## config.mk

```make
export PLATFORM = sky130hd
export DESIGN_NAME = spi_master_core
export DESIGN_NICKNAME = d
export VERILOG_FILES = /design/src/rtl/spi_pkg.sv /design/src/rtl/spi_master_core_sclk_gen.sv /design/src/rtl/spi_master_core.sv
export SDC_FILE = /design/constraint.sdc
export NUM_CORES = 1
export LEC_CHECK = 0
export BUFFER_PORTS_ARGS = -buffer_cell sky130_fd_sc_hd__buf_2
export CELL_PAD_IN_SITES_DETAIL_PLACEMENT = 0
export CELL_PAD_IN_SITES_GLOBAL_PLACEMENT = 1
export CORE_ASPECT_RATIO = 2
export CORE_UTILIZATION = 34
export CTS_CLUSTER_SIZE = 14
export DETAILED_ROUTE_END_ITERATION = 16
export HOLD_SLACK_MARGIN = 0.1
export PLACE_DENSITY_LB_ADDON = 0.15
export SYNTH_ARGS = -nofsm -noshare
export SYNTH_HDL_FRONTEND = slang
export SYNTH_HIERARCHICAL = 1
export SYNTH_SLANG_ARGS = --single-unit
export TNS_END_PERCENT = 50
```

## constraint.sdc

```tcl
create_clock -name FCLK_CLK0 -period 2.9 [get_ports FCLK_CLK0]
set_input_delay 0.145 -clock FCLK_CLK0 [delete_from_list [all_inputs] [get_ports FCLK_CLK0]]
set_output_delay 0.145 -clock FCLK_CLK0 [all_outputs]
set_load 0.005 [all_outputs]
```

## src/rtl/spi_pkg.sv

```systemverilog
// spi_pkg: constants and types shared by the SPI master register bank, its
// sub-modules and the AXI-lite front end.
//   - register offsets (control / status / data)
//   - control and status register bit positions
//   - FSM state encoding
package spi_pkg;

  localparam logic [7:0] REG_CTRL_OFS   = 8'h00;
  localparam logic [7:0] REG_STATUS_OFS = 8'h04;
  localparam logic [7:0] REG_DATA_OFS   = 8'h08;

  localparam int unsigned CTRL_EN      = 0;
  localparam int unsigned CTRL_CPOL    = 1;
  localparam int unsigned CTRL_CPHA    = 2;
  localparam int unsigned CTRL_LSB     = 3;
  localparam int unsigned CTRL_DIV_LSB = 8;
  localparam int unsigned CTRL_CLR     = 31;

  localparam int unsigned ST_BUSY    = 0;
  localparam int unsigned ST_TX_PEND = 1;
  localparam int unsigned ST_RX_VLD  = 2;
  localparam int unsigned ST_RX_OVR  = 3;
  localparam int unsigned ST_TX_OVF  = 4;

  typedef enum logic [1:0] {IDLE, SETUP, XFER, HOLD} spi_state_e;

endpackage

```

## src/rtl/spi_master_core_sclk_gen.sv

```systemverilog
// spi_sclk_gen: SCLK half-period timer.
//   i_clk, i_rst_n : system clock, async active-low reset
//   i_restart      : hold counter at zero (idle / abort / frame start)
//   i_div          : latched divider; one tick every i_div+1 clocks
//   o_tick         : high in the last clock of each half-period
module spi_sclk_gen #(
  parameter int unsigned DIV_W = 8
) (
  input  logic             i_clk,
  input  logic             i_rst_n,
  input  logic             i_restart,
  input  logic [DIV_W-1:0] i_div,
  output logic             o_tick
);

  logic [DIV_W-1:0] r_cnt;

  assign o_tick = (r_cnt == i_div);

  always_ff @(posedge i_clk or negedge i_rst_n) begin
    if (!i_rst_n) begin
      r_cnt <= '0;
    end else if (i_restart || o_tick) begin
      r_cnt <= '0;
    end else begin
      r_cnt <= r_cnt + DIV_W'(1);
    end
  end

endmodule

```

## src/rtl/spi_master_core.sv

```systemverilog
// spi_master_core: control/status/data register bank plus SPI master engine.
//   FCLK_CLK0, RST_N           : system clock, async active-low reset
//   i_data_to_registers        : AXI write data
//   i_wr_controll_reg          : control register write strobe
//   i_wr_data_reg              : data register write strobe (queues a frame)
//   o_controll_reg             : control readback (CLR always reads 0)
//   o_status_reg               : {tx_overflow, rx_overrun, rx_valid, tx_pending, busy}
//   o_data_reg                 : last received frame, zero-extended
//   o_spi_sclk/mosi/cs_n, i_spi_miso : SPI pins (MISO pre-synchronised)
module spi_master_core
  import spi_pkg::*;
#(
  parameter int unsigned DATA_W = 8,
  parameter int unsigned DIV_W  = 8
) (
  input  logic        FCLK_CLK0,
  input  logic        RST_N,
  input  logic [31:0] i_data_to_registers,
  input  logic        i_wr_controll_reg,
  input  logic        i_wr_data_reg,
  output logic [31:0] o_controll_reg,
  output logic [31:0] o_status_reg,
  output logic [31:0] o_data_reg,
  output logic        o_spi_sclk,
  output logic        o_spi_mosi,
  input  logic        i_spi_miso,
  output logic        o_spi_cs_n
);

  localparam int unsigned EDGE_W = $clog2(2 * DATA_W);

  spi_state_e        r_state;
  logic [31:0]       r_ctrl;
  logic              r_cpol, r_cpha, r_lsb;
  logic [DIV_W-1:0]  r_div;
  logic [DATA_W-1:0] r_tx, r_rx_sh, r_rx, r_hold;
  logic [EDGE_W-1:0] r_edge;
  logic              r_pend, r_rx_valid, r_rx_ovr, r_tx_ovf;
  logic              r_sclk, r_mosi, r_cs_n;

  logic [31:0]       w_ctrl_mask, w_ctrl_next;
  logic              w_en, w_clr, w_tick, w_abort, w_restart, w_start, w_have_word;
  logic              w_lead, w_sample, w_shift, w_last;
  logic [DATA_W-1:0] w_src_word, w_tx_shift, w_miso_vec, w_rx_in, w_rx_fin;

  function automatic logic sel_bit(input logic [DATA_W-1:0] v, input logic lsb);
    return lsb ? v[0] : v[DATA_W-1];
  endfunction

  // Control write is resolved first so the FSM sees the new EN/mode this cycle.
  always_comb begin
    w_ctrl_mask                          = '0;
    w_ctrl_mask[CTRL_EN]                 = 1'b1;
    w_ctrl_mask[CTRL_CPOL]               = 1'b1;
    w_ctrl_mask[CTRL_CPHA]               = 1'b1;
    w_ctrl_mask[CTRL_LSB]                = 1'b1;
    w_ctrl_mask[CTRL_DIV_LSB +: DIV_W]   = '1;
    w_ctrl_next = i_wr_controll_reg ? (i_data_to_registers & w_ctrl_mask) : r_ctrl;
    w_en        = w_ctrl_next[CTRL_EN];
    w_clr       = i_wr_controll_reg & i_data_to_registers[CTRL_CLR];
  end

  assign w_abort     = (r_state != IDLE) && !w_en;
  assign w_restart   = (r_state == IDLE) || w_abort;
  assign w_have_word = r_pend || i_wr_data_reg;
  assign w_src_word  = r_pend ? r_hold : i_data_to_registers[DATA_W-1:0];
  assign w_start     = w_en && w_have_word &&
                       ((r_state == IDLE) || ((r_state == HOLD) && w_tick));

  // Edges are numbered from 0; even edges are leading. With CPHA=1 the first
  // bit is already on MOSI from SETUP, so the first leading edge does not shift.
  always_comb begin
    w_lead     = ~r_edge[0];
    w_sample   = r_cpha ? ~w_lead : w_lead;
    w_shift    = r_cpha ? (w_lead && (r_edge != '0)) : ~w_lead;
    w_last     = (r_edge == EDGE_W'(2 * DATA_W - 1));
    w_tx_shift = r_lsb ? (r_tx >> 1) : (r_tx << 1);
    w_miso_vec    = '0;
    w_miso_vec[0] = i_spi_miso;
    w_rx_in    = r_lsb ? ((r_rx_sh >> 1) | (w_miso_vec << (DATA_W - 1)))
                       : ((r_rx_sh << 1) | w_miso_vec);
    w_rx_fin   = w_sample ? w_rx_in : r_rx_sh;
  end

  spi_sclk_gen #(.DIV_W(DIV_W)) u_sclk_gen (
    .i_clk     (FCLK_CLK0),
    .i_rst_n   (RST_N),
    .i_restart (w_restart),
    .i_div     (r_div),
    .o_tick    (w_tick)
  );

  always_ff @(posedge FCLK_CLK0 or negedge RST_N) begin
    if (!RST_N) begin
      r_state    <= IDLE;
      r_ctrl     <= '0;
      r_cpol     <= 1'b0;
      r_cpha     <= 1'b0;
      r_lsb      <= 1'b0;
      r_div      <= '0;
      r_tx       <= '0;
      r_rx_sh    <= '0;
      r_rx       <= '0;
      r_hold     <= '0;
      r_edge     <= '0;
      r_pend     <= 1'b0;
      r_rx_valid <= 1'b0;
      r_rx_ovr   <= 1'b0;
      r_tx_ovf   <= 1'b0;
      r_sclk     <= 1'b0;
      r_mosi     <= 1'b0;
      r_cs_n     <= 1'b1;
    end else begin
      r_ctrl <= w_ctrl_next;

      if (w_clr) begin
        r_rx_valid <= 1'b0;
        r_rx_ovr   <= 1'b0;
        r_tx_ovf   <= 1'b0;
      end
      if (i_wr_data_reg && r_pend) r_tx_ovf <= 1'b1;

      // Holding register: a write is parked unless it is consumed by a start.
      if (i_wr_data_reg && !r_pend && !w_start) begin
        r_pend <= 1'b1;
        r_hold <= i_data_to_registers[DATA_W-1:0];
      end else if (w_abort || (w_start && r_pend)) begin
        r_pend <= 1'b0;
      end

      if (w_abort) begin
        r_state <= IDLE;
        r_cs_n  <= 1'b1;
        r_sclk  <= w_ctrl_next[CTRL_CPOL];
        r_mosi  <= 1'b0;
      end else if (w_start) begin
        r_state <= SETUP;
        r_cs_n  <= 1'b0;
        r_cpol  <= w_ctrl_next[CTRL_CPOL];
        r_cpha  <= w_ctrl_next[CTRL_CPHA];
        r_lsb   <= w_ctrl_next[CTRL_LSB];
        r_div   <= w_ctrl_next[CTRL_DIV_LSB +: DIV_W];
        r_sclk  <= w_ctrl_next[CTRL_CPOL];
        r_tx    <= w_src_word;
        r_mosi  <= sel_bit(w_src_word, w_ctrl_next[CTRL_LSB]);
        r_rx_sh <= '0;
        r_edge  <= '0;
      end else begin
        case (r_state)
          IDLE: begin
            r_cs_n <= 1'b1;
            r_sclk <= w_ctrl_next[CTRL_CPOL];
            r_mosi <= 1'b0;
          end
          SETUP: begin
            if (w_tick) r_state <= XFER;
          end
          XFER: begin
            if (w_tick) begin
              r_sclk <= ~r_sclk;
              r_edge <= r_edge + EDGE_W'(1);
              if (w_sample) r_rx_sh <= w_rx_in;
              if (w_shift) begin
                r_tx   <= w_tx_shift;
                r_mosi <= sel_bit(w_tx_shift, r_lsb);
              end
              if (w_last) begin
                r_state <= HOLD;
                r_rx    <= w_rx_fin;
                if (r_rx_valid) r_rx_ovr   <= 1'b1;
                else            r_rx_valid <= 1'b1;
              end
            end
          end
          HOLD: begin
            if (w_tick) begin
              r_state <= IDLE;
              r_cs_n  <= 1'b1;
              r_mosi  <= 1'b0;
            end
          end
          default: r_state <= IDLE;
        endcase
      end
    end
  end

  always_comb begin
    o_status_reg             = '0;
    o_status_reg[ST_BUSY]    = (r_state != IDLE);
    o_status_reg[ST_TX_PEND] = r_pend;
    o_status_reg[ST_RX_VLD]  = r_rx_valid;
    o_status_reg[ST_RX_OVR]  = r_rx_ovr;
    o_status_reg[ST_TX_OVF]  = r_tx_ovf;
    o_data_reg               = '0;
    o_data_reg[DATA_W-1:0]   = r_rx;
  end

  assign o_controll_reg = r_ctrl;
  assign o_spi_sclk     = r_sclk;
  assign o_spi_mosi     = r_mosi;
  assign o_spi_cs_n     = r_cs_n;

endmodule

```

# After elaboration in Yosys (flattened, before gate mapping)
# Index checks and enable logic that the tools add are counted.
[op_classes] addsub=2 n_eq_ne=10 muxes=59 n_bitwise=7 reduce_logical=37
[op_table] operator="8-bit 2-to-1 mux" n=12
[op_table] operator="1-bit 2-to-1 mux" n=33
[op_table] operator="16-bit 2-to-1 mux" n=1
[op_table] operator="2-bit 2-to-1 mux" n=6
[op_table] operator="4-bit 2-to-1 mux" n=3
[op_table] operator="4-bit by 3-bit != test with 1-bit output, second input constant" n=3
[op_table] operator="2-bit nonzero test" n=6
[op_table] operator="4-bit nonzero test" n=3
[op_table] operator="5-bit AND reduction" n=2
[op_table] operator="5-bit nonzero test" n=2
[op_table] operator="1-bit logical AND" n=9
[op_table] operator="8-bit by 1-bit adder with 8-bit output, second input constant" n=1
[op_table] operator="8-bit == test" n=1
[op_table] operator="4-bit != test, second input constant" n=2
[op_table] operator="7-bit by 8-bit OR with 8-bit output" n=1
[op_table] operator="8-bit by 1-bit OR with 8-bit output" n=1
[op_table] operator="4-bit AND reduction" n=2
[op_table] operator="2-bit case mux with 3 select lines" n=1
[op_table] operator="2-bit AND reduction" n=3
[op_table] operator="1-bit logical OR" n=5
[op_table] operator="4-bit by 1-bit adder with 4-bit output, second input constant" n=1
[op_table] operator="2-bit == test, second input constant" n=2
[op_table] operator="4-bit == test, second input constant" n=1
[op_table] operator="1-bit NOT" n=4
[op_table] operator="7 further kinds" n=10
[word_totals] regBits=75 out_inout_bits=99 word_cells=133

# Longest topological paths before layout
# Gate-level depths: netlist of the first run.
[logic_depth] depth_word=8 mapped_depth=10

# Cells and area by module
# The synthesis of the first run kept the hierarchy.
[by_module_without_submodules] module="spi_master_core" n_inst=1 cells_each=376 area_each_um2=3881.2
[by_module_without_submodules] module="spi_sclk_gen" n_inst=1 cells_each=46 area_each_um2=521.8

# Worst setup path before layout of the first run
# Ideal clock, no wire load.
[synth_timing] path_type="register to register" startpoint="reg u_sclk_gen.r_cnt[3]" endpoint="reg r_rx_valid" setup_ns=0.125 arrival_ns=2.385 required_ns=2.775 path_slack_ns=0.390 path_stages_with_launch=10 cell_sequence="dfrtp_1 > buf_6 > xor2_2 > nor4_4 > and2_1 > a21oi_1 > nor3_4 > nor3_1 > buf_4 > mux2_2"
[synth_via] elab_chain_cells=6 elab_cells_between_ends=8 cone_classes="eq/ne (1); mux (4); reduce/logical (3)"
[synth_lines] element="start: declaration" line="spi_master_core_sclk_gen.sv:16" rtl="logic [DIV_W-1:0] r_cnt;"
[synth_lines] element="start signal: assignment" line="spi_master_core_sclk_gen.sv:26" rtl="r_cnt <= r_cnt + DIV_W'(1);"
[synth_lines] element="8-bit == test *" line="spi_master_core_sclk_gen.sv:18" rtl="assign o_tick = (r_cnt == i_div);"
[synth_lines] element="net w_tick" line="spi_master_core.sv:42" rtl="logic w_en, w_clr, w_tick, w_abort, w_restart, w_start, w_have_word;"
[synth_lines] element="1-bit logical AND" line="spi_master_core.sv:68" rtl="((r_state == IDLE) || ((r_state == HOLD) && w_tick));"
[synth_lines] element="1-bit logical OR" line="spi_master_core.sv:68"
[synth_lines] element="1-bit logical AND" line="spi_master_core.sv:67" rtl="assign w_start = w_en && w_have_word &&"
[synth_lines] element="1-bit 2-to-1 mux *" line="spi_master_core.sv:136" rtl="end else if (w_start) begin"
[synth_lines] element="1-bit 2-to-1 mux *" line="spi_master_core.sv:131" rtl="if (w_abort) begin"
[synth_lines] element="end signal: assignment" line="spi_master_core.sv:107" rtl="r_rx_valid <= 1'b0;"
[synth_lines] element="end signal: assignment" line="spi_master_core.sv:117" rtl="r_rx_valid <= 1'b0;"
[synth_lines] element="end signal: assignment" line="spi_master_core.sv:171" rtl="else r_rx_valid <= 1'b1;"
[synth_lines] element="end: declaration" line="spi_master_core.sv:38" rtl="logic r_pend, r_rx_valid, r_rx_ovr, r_tx_ovf;"
# Mark *: on every way through the listed nets, which the timed path passes. The rest lies on a longest branch.
# A chain may end at the register's enable or synchronous reset.

# Worst setup path after layout of the first run
[layout_timing] startpoint="reg u_sclk_gen.r_cnt[2]" endpoint="reg r_rx[7]"
[layout_via] elab_chain_cells=6
[layout_lines] element="8-bit == test *" line="spi_master_core_sclk_gen.sv:18"
[layout_lines] element="net w_tick" line="spi_master_core.sv:42"
[layout_lines] element="1-bit logical AND" line="spi_master_core.sv:68"
[layout_lines] element="1-bit logical OR" line="spi_master_core.sv:68"
[layout_lines] element="1-bit logical AND" line="spi_master_core.sv:67"
[layout_lines] element="1-bit NOT (no line)"
[layout_lines] element="5-bit AND reduction (no line) *"
[layout_lines] element="end signal: assignment" line="spi_master_core.sv:169" rtl="r_rx <= w_rx_fin;"
[layout_lines] element="end: declaration" line="spi_master_core.sv:36" rtl="logic [DATA_W-1:0] r_tx, r_rx_sh, r_rx, r_hold;"
# Marks and branches as above.

==> flow_metrics.tcl, run 1 <==
set metrics [dict create \
    dp_slack_ns 0.2583 \
    finalHoldViolations 0 \
    cap_violations 0 \
    detail_route.wl_per_cell_um 15.15 \
    tns_ns 0 \
    leakagePower_nw 2.383 \
    cp-end-kind "register" \
    fmax_mhz 397.2 \
    r2r_setup_slack_ns 0.38 \
    yosysTopAreaCellShare 0.4206 \
    drt_pre_antenna_iters 4 \
    ctsResizeCount 0 \
    critPathKind "register to register" \
    slew_viol_final 0 \
    ioPinCount 136 \
    die_area_sq_um 13440 \
    ys.warnings.count 6 \
    synthTopCellsByCount "buf_4 (76), dfrtp_1 (74), nand2_1 (45)" \
    cpMostUsedCell "buf_4" \
    ys_seq_area_frac 0.4265 \
    skew_ns 0.004924 \
    drive_gt1_frac 0.2515 \
    gp_congestion 0.8001 \
    grt_usage 0.1597 \
    largest_reg_flops 12 \
    antenna_found_initial 0 \
    synth_edf_count 0 \
    numPortBuffers 49 \
    clk_pin_slew_worst_paths_ns 0.06 \
    grt_overflow 0 \
    area_growth_pct 14.69 \
    via_count 3071 \
    grt_pass1_vias 3061 \
    clock_latency_ns 0.33 \
    worst-path-max-fanout 5 \
    crit_family "simple AND/OR/NAND/NOR gates" \
    worstMarginPinSlew_ns 0.9918 \
    chipHeight_um 162.9 \
    yosysUniqueCellTypes 48 \
    power_density_nw_per_um2 800.4 \
    cpPeakStageDelay_ns 0.51 \
    cts_buffers 9 \
    period_share 0.8681 \
    num_antenna_cells 0 \
    start_util 0.3487 \
    drt_first_iter_violations 124 \
    clock_path_buffers 2 \
    critPathSlowestCell "nor3_1" \
    final.setup.worst_slack_ns 0.3824 \
    ys_seq_elements 75 \
    crit_buf_inv 2 \
    clock_sinks 75 \
    die_w_um 82.47 \
    place_hpwl_um 7306 \
    wirelength_um 9863 \
    crit_required_ns 3.16 \
    cp_cell_sequence "xor2_1 -> nor4_4 -> and2_1 -> a21oi_1 -> buf_4 -> nor3_4 -> nor3_1 -> buf_4 -> mux2i_1" \
    ctsHoldBuffers 17 \
    setup_viol 0 \
    route.detailed.drc 0 \
    h-tree-depth 3 \
    fin_crit_ns 2.518 \
    synth_largest_area_cell "dfrtp_1" \
    irDropWorstVdd_v 0.0003781 \
    vias_per_cell 4.717 \
    cts_setup_buffers 0 \
    yosys-top-cells-area "dfrtp_1 (42%), buf_4 (13%), mux2_2 (7.7%), mux2i_1 (7.5%), nand2_1 (3.8%)" \
    syn_avg_cell_area_sq_um 10.43 \
    synthCells 422 \
    std_cell_rows 58 \
    rsz0062_at_grt "false" \
    min_path_type "input port to register" \
    cp.arrival_ns 2.77 \
    cts_tree "done" \
    cp-start-kind "register" \
    final_nets 543 \
    core_sq_um 12630 \
    drtAntennaViolNets 0 \
    netlist_area_sq_um 4403 \
    max_slew_margin 0.3388 \
    root_buffer "clkbuf_16" \
    status "complete, no violations" \
    grt_start_max_net_pins 76 \
    yosys_most_used_dff "dfrtp_1" \
    synthArstFlopShare 1.000 \
    grt_pass1_wl_um 15650 \
    final_util 0.3999 \
    yosysMostFrequentCell "buf_4" \
]
-- worst reg2reg max path, cell delays in order (launching register included) --
cell and delay (ns):
dfrtp_1 0.46, xor2_1 0.27, nor4_4 0.08, and2_1 0.22, a21oi_1 0.21, buf_4 0.17
nor3_4 0.05, nor3_1 0.52, buf_4 0.27, mux2i_1 0.19
-- layer usage --
metal  part of all wire  up-vias  track usage  wire (um)
li1                   -     1467            -          -
met1               0.37     1515       0.1682       3669
met2               0.58       80       0.2986       5697
met3              0.036        9      0.03193        351
met4              0.015        0      0.05821        145
met5                  0        -            0          0
-- metrics by stage --
| stage | total power, mW | std cells | instance area, sq um | hold slack, ns |
|---|---|---|---|---|
| after floorplan | 2.619 | 492 | 4666 | -0.1506 |
| after global placement | 3.036 | 620 | 4611 | 0.3730 |
| after detailed placement | 3.061 | 620 | 4611 | 0.3784 |
| after CTS | 4.131 | 651 | 5050 | 0.1166 |
| after global routing | 4.354 | 651 | 5050 | 0.1371 |
| final | 4.042 | 651 | 5050 | 0.1300 |
-- power by group --
part / switching, mW / total (mW) / internal [mW]
registers: 0.252 / 1.56 / 1.31
clock network: 0.403 / 1.02 / 0.615
logic: 0.789 / 1.47 / 0.677
-- logic make-up after synthesis --
| logic type | share of synthesized area |
|---|---|
| AOI/OAI and AO/OA | 0.09890 |
| xor gates and xnor gates | 0.02757 |
| adders and majority gates | 0.02273 |
| buffers and inverters | 0.1594 |
| DFF | 0.4265 |
| muxes | 0.1569 |
| other | 0.0008517 |
| and+or+nand+nor | 0.1071 |
-- layout by cell type, fill, tap and decap left out, drive strengths merged, types with 3 or more instances in the layout --
cell | Yosys | layout
dlygate4sd3 | 0 | 17
a22o | 3 | 3
o21ai | 13 | 13
nand2 | 45 | 45
nand3 | 7 | 7
ha | 8 | 8
xor2 | 11 | 11
conb | 1 | 71
nor2 | 20 | 20
dfrtp | 74 | 74
a21oi | 13 | 13
o2bb2ai | 8 | 8
inv | 17 | 17
mux2i | 34 | 34
or3 | 4 | 4
mux2 | 30 | 30
clkbuf | 7 | 12
buf | 82 | 67
a221oi | 4 | 4
a211oi | 7 | 7
nor3 | 7 | 7
-- worst paths after layout --
check / start / to / depth (start not counted)
max in group asynchronous: RST_N / r_rx_sh[0] / 2
min in group asynchronous: RST_N / o_controll_reg[8] / 2
worst max-delay path: u_sclk_gen/r_cnt[2] / r_rx[7] / 9
worst max register to register: u_sclk_gen/r_cnt[2] / r_rx[7] / 9
worst min register to register: r_hold[3] / r_hold[3] / 1
worst min-delay path: i_data_to_registers[0] / r_hold[0] / 2
-- area by class of cell --
class,count,area (sq um)
repair buffers,84,565.5
clock inverters,2,12.51
flip-flops and latches,75,1878
clock buffers,12,256.5
multi-input cells,311,2086
fillers,1295,7577
well taps,150,187.7
inverters,17,63.81
No activity file was read; power rests on OpenSTA's default activity.
==> inputs of run 2 (changes only) <==
- CORE_ASPECT_RATIO: 2 -> 1.2
==> run 2 against run 1 <==
Effect of this change: clock-buffer cell count fell by 3; sequential share of layout area fell by 0.24 points; clock power rose by 26%; design area rose by 0.64%; final cell count rose by 1.4%; wire length fell by 6.5%; total power rose by 5.0%; global-route usage fell by 1.3 points; via count fell by 2.8%; register-to-register slack improved by 0.05 ns; critical endpoint is now r_tx[2].
==> flow_metrics.tcl, run 2 (synthesized netlist as in run 1, its figures left out) <==
set metrics [dict create \
    intPower_mw 2.780 \
    rsz0062_at_grt "false" \
    grt_pass1_vias 2908 \
    num_antenna_cells 0 \
    clk_pin_slew_worst_paths_ns 0.06 \
    numPortBuffers 49 \
    switching_power_mw 1.462 \
    chipHeight_um 126.7 \
    endpoint "r_tx[2]" \
    critPathKind "register to register" \
    cts_tree "done" \
    detail_route.wl_per_cell_um 13.98 \
    drtAntennaViolNets 0 \
    status "complete, no violations" \
    cts_buffers 9 \
    final_common_cell "dfrtp_1" \
    switching_share 0.3447 \
    power.share.clock 0.304 \
    worstMarginPinSlew_ns 0.9806 \
    dp.cells 626 \
    area_growth_pct 15.43 \
    clock_sinks 75 \
    cpPeakStageDelay_ns 0.47 \
    r2r_end "r_tx[2]" \
    drive_gt1_frac 0.2460 \
    cap_violations 0 \
    crit_buf_inv 1 \
    grt_pass1_wl_um 15260 \
    grt_start_max_net_pins 76 \
    crit_required_ns 3.12 \
    start_util 0.3476 \
    cp_cell_sequence "xor2_2 -> nor4_4 -> and2_1 -> buf_4 -> and2_1 -> o21ai_2 -> o21ai_2 -> mux2_2" \
    reg2reg_from "u_sclk_gen/r_cnt[3]" \
    skew_ns 0.008818 \
    die_w_um 105.9 \
    power_mw 4.242 \
    clock_latency_ns 0.34 \
    wirelength_um 9225 \
    crit_family "simple AND/OR/NAND/NOR gates" \
    path_depth 8 \
    via_count 2984 \
    std_cell_rows 45 \
    irDropWorstVdd_v 0.0003128 \
    fin_crit_ns 2.470 \
    setup_viol 0 \
    seqPwrFrac 0.372 \
    slew_viol_final 0 \
    period_share 0.8519 \
    max_slew_margin 0.3463 \
    critPathSlowestCell "dfrtp_1" \
    gp_congestion 0.7530 \
    tns_ns 0 \
    root_buffer "clkbuf_16" \
    worst-path-max-fanout 8 \
    leakagePower_nw 2.378 \
    h-tree-depth 3 \
    ioPinCount 136 \
    largest_reg_flops 12 \
    cp-startpoint "u_sclk_gen/r_cnt[3]" \
    pwr-share-comb 0.325 \
    drt_pre_antenna_iters 4 \
    ff2ff_path_depth 8 \
    grt_overflow 0 \
    antenna_found_initial 0 \
    final_nets 536 \
    finalHoldViolations 0 \
    grt_usage 0.1467 \
    core_sq_um 12670 \
    r2r_setup_slack_ns 0.43 \
    cp-end-kind "register" \
    cp-start-kind "register" \
    route.detailed.drc 0 \
    clock_path_buffers 2 \
    drt_first_iter_violations 60 \
    place_hpwl_um 6497 \
    vias_per_cell 4.521 \
    stdcell_count 660 \
    power_density_nw_per_um2 834.7 \
    fmax_mhz 404.8 \
    min_path_type "input port to register" \
    cp.arrival_ns 2.69 \
    die_area_sq_um 13410 \
    final_cell_mix "dfrtp_1 (74), conb_1 (71), buf_2 (48)" \
]
## run 2: cell count changes in the layout (fill, tap and decap cells not counted)
cell           change
clkinv_4           +1
buf_4              -7
clkbuf_1           -1
nor3_1             -1
dlygate4sd3_1      +1
nor3_2             +1
clkinv_2           +1
bufinv_16          +3
clkbuf_8           -2
buf_12             -1
## run 2: stage by stage
| stage | hold WS (ns) | util | cell area (sq um) | worst slack (ns) |
|---|---|---|---|---|
| floorplan | -0.1506 | - | 4666 | 0.3904 |
| global placement | 0.3783 | 0.3600 | 4561 | 0.4456 |
| detailed placement | 0.3846 | 0.3600 | 4561 | 0.4493 |
| CTS | 0.2423 | 0.4012 | 5082 | 0.4116 |
| global route | 0.2531 | 0.4012 | 5082 | 0.1771 |
| finish | 0.2332 | 0.4012 | 5082 | 0.4295 |
## run 2: cell type report
type | count | area [sq um]
Fill cell | 1263 | 7586
Tap cell | 164 | 205.2
Multi-Input combinational cell | 311 | 2091
Sequential cell | 75 | 1878
Timing Repair Buffer | 77 | 503.0
Clock buffer | 9 | 225.2
Clock inverter | 7 | 116.4
Inverter | 17 | 63.81
## run 2: worst reg2reg max path: cells and delay by family (launching register included)
family	cells	cell delay [ns]
buffers and inverters	1	0.16
xor gates and xnor gates	1	0.19
AOI/OAI and AO/OA	2	0.48
and+or+nand+nor	3	0.68
muxes	1	0.38
DFF	1	0.47
## run 2: what timing repair did
item,4_1_cts,5_1_grt
hold buffers,18,0
gates resized for setup,0,0
hold endpoints to repair,91,0
buffers inserted,0,0
## run 2: worst min path at each step
stage	startpoint	endpoint	slack (ns)	cells past startpoint
after floorplan	RST_N	o_controll_reg[0]	-0.15	0
after global placement	RST_N	r_tx_ovf	0.38	1
after detailed placement	RST_N	o_controll_reg[10]	0.38	1
after CTS	i_data_to_registers[31]	r_tx_ovf	0.24	3
after global routing	i_data_to_registers[31]	r_tx_ovf	0.25	3
final	i_data_to_registers[31]	r_tx_ovf	0.23	3
## run 2: metal layers
layer  vias up  GRT usage  share of wire
met5         -          0              0
met4         0    0.06373          0.019
met3        11    0.02518          0.031
met2        64     0.2511           0.51
met1      1453     0.1812           0.44
li1       1456          -              -
## run 2: power by group through the flow
stage / combinational [mW] / sequential (mW) / clock [mW]
3_5_place_dp: 1.38 / 1.60 / 0
5_1_grt: 1.54 / 1.62 / 1.37
4_1_cts: 1.40 / 1.58 / 1.32
2_1_floorplan: 1.16 / 1.46 / 0
6_report: 1.38 / 1.58 / 1.29
3_3_place_gp: 1.36 / 1.59 / 0
==> inputs of run 3 (changes only) <==
- PLACE_DENSITY: unset -> 0.82
- PLACE_DENSITY_LB_ADDON: 0.15 -> unset
==> run 3 against run 2 <==
Effect of this change: register-to-register slack worse by 0.04 ns; setup slack worse by 0.044 ns; maximum frequency is 1.7% lower; critical endpoint is now r_edge[0]; clock-buffer cell count is 1 higher; combinational power hardly changed.
==> flow_metrics.tcl, run 3 (synthesized netlist as in run 1, its figures left out) <==
set metrics [dict create \
    ff2ff_path_depth 8 \
    die_area_sq_um 13410 \
    skew_ns 0.006733 \
    place_hpwl_um 6330 \
    antenna_found_initial 0 \
    grt_start_max_net_pins 42 \
    power_density_nw_per_um2 828.2 \
    ioPinCount 136 \
    grt_pass1_wl_um 14500 \
    final_cell_mix "dfrtp_1 (74), conb_1 (71), buf_2 (49)" \
    final_common_cell "dfrtp_1" \
    chipHeight_um 126.7 \
    cts_setup_buffers 0 \
    r2r_setup_slack_ns 0.39 \
    wirelength_um 8654 \
    reg2reg_from "u_sclk_gen/r_cnt[3]" \
    status "complete, no violations" \
    drt_pre_antenna_iters 4 \
    num_antenna_cells 0 \
    h-tree-depth 3 \
    worstHoldStart "i_data_to_registers[0]" \
    cp-start-kind "register" \
    clk_pin_slew_worst_paths_ns 0.06 \
    crit_required_ns 3.10 \
    r2r_end "r_edge[0]" \
    drive_gt1_frac 0.2424 \
    worstMarginPinSlew_ns 0.8483 \
    clock_latency_ns 0.33 \
    area_growth_pct 15.26 \
    gp_congestion 0.8523 \
    hold_path_depth 2 \
    rsz0062_at_grt "false" \
    whs_ns 0.1237 \
    std_cell_rows 45 \
    grt_usage 0.1374 \
    cts_tree "done" \
    drtAntennaViolNets 0 \
    slew_viol_final 0 \
    route.detailed.drc 0 \
    min_path_type "input port to register" \
    drt_first_iter_violations 84 \
    finalHoldViolations 0 \
    vias_per_cell 4.578 \
    detail_route.wl_per_cell_um 13.13 \
    cp.arrival_ns 2.71 \
    irDropWorstVdd_v 0.0004105 \
    cp-end-kind "register" \
    root_buffer "clkbuf_16" \
    max_slew_margin 0.4344 \
    hold_end "r_hold[0]" \
    critPathKind "register to register" \
    fmax_mhz 397.7 \
    cts_buffers 9 \
    die_w_um 105.9 \
    fin_crit_ns 2.514 \
    clock_path_buffers 2 \
    cap_violations 0 \
    grt_pass1_vias 2921 \
    core_sq_um 12670 \
    largest_reg_flops 12 \
    grt_overflow 0 \
    clock_sinks 75 \
    worst-path-max-fanout 9 \
    setup_viol 0 \
    start_util 0.3476 \
    period_share 0.8670 \
    final_nets 536 \
    leakagePower_nw 2.376 \
    numPortBuffers 49 \
    via_count 3017 \
    tns_ns 0 \
]
## run 3: cell count changes in the layout (fill, tap and decap cells not counted), sizes merged
cell,previous run,this run
buf,59,60
clkbuf,9,10
clkinv,3,1
dlygate4sd3,18,17
## run 3: worst max-delay path: stages (launching register included)
cell	delay, ns
dfrtp_1	0.46
xor2_2	0.19
nor4_4	0.30
and2_1	0.28
a21oi_1	0.19
or3_1	0.41
buf_4	0.17
nand2_1	0.26
o21ai_0	0.12
## run 3: through the flow
step,total power [mW],std cells,worst slack [ns],area [sq um],utilization
global placement,2.915,627,0.4085,4573,0.3610
finish,4.203,659,0.3858,5075,0.4006
floorplan,2.619,492,0.3904,4666,-
detailed placement,2.972,627,0.3606,4573,0.3610
global route,4.483,659,0.1901,5075,0.4006
CTS,4.260,659,0.3407,5075,0.4006
## run 3: power breakdown
| part | internal [mW] | total, mW | switching (mW) |
|---|---|---|---|
| Sequential | 1.31 | 1.55 | 0.240 |
| Combinational | 0.645 | 1.40 | 0.760 |
| Clock | 0.834 | 1.25 | 0.417 |
## run 3: what timing repair did
item | CTS | global route
setup endpoints to repair | 0 | 0
endpoints found under the hold margin | 49 | 0
hold buffers | 17 | 0
resized for setup | 0 | 0
## run 3: worst max-delay path by stage
stage                                    from         end  slack, ns  cells after the start
final                     u_sclk_gen/r_cnt[3]   r_edge[0]       0.39                      8
after global routing      u_sclk_gen/r_cnt[2]   r_edge[0]       0.19                      8
after CTS                 u_sclk_gen/r_cnt[3]     r_tx[6]       0.34                      8
after detailed placement  u_sclk_gen/r_cnt[3]     r_tx[6]       0.36                      8
after global placement    u_sclk_gen/r_cnt[3]     r_tx[6]       0.41                      8
after floorplan           u_sclk_gen/r_cnt[3]  r_rx_valid       0.39                      9
## run 3: layout make-up
| type | count | area, sq um |
|---|---|---|
| Clock buffer | 10 | 229.0 |
| Clock inverter | 5 | 102.6 |
| Fill cell | 1248 | 7594 |
| Inverter | 17 | 63.81 |
| Multi-Input combinational cell | 311 | 2086 |
| Sequential cell | 75 | 1878 |
| Tap cell | 164 | 205.2 |
| Timing Repair Buffer | 77 | 510.5 |
## run 3: routing by layer
metal,vias up,share of wire,track usage
met1,1456,0.43,0.1656
met5,-,0,0
li1,1458,-,-
met4,0,0.018,0.05229
met2,91,0.51,0.2380
met3,12,0.041,0.03083
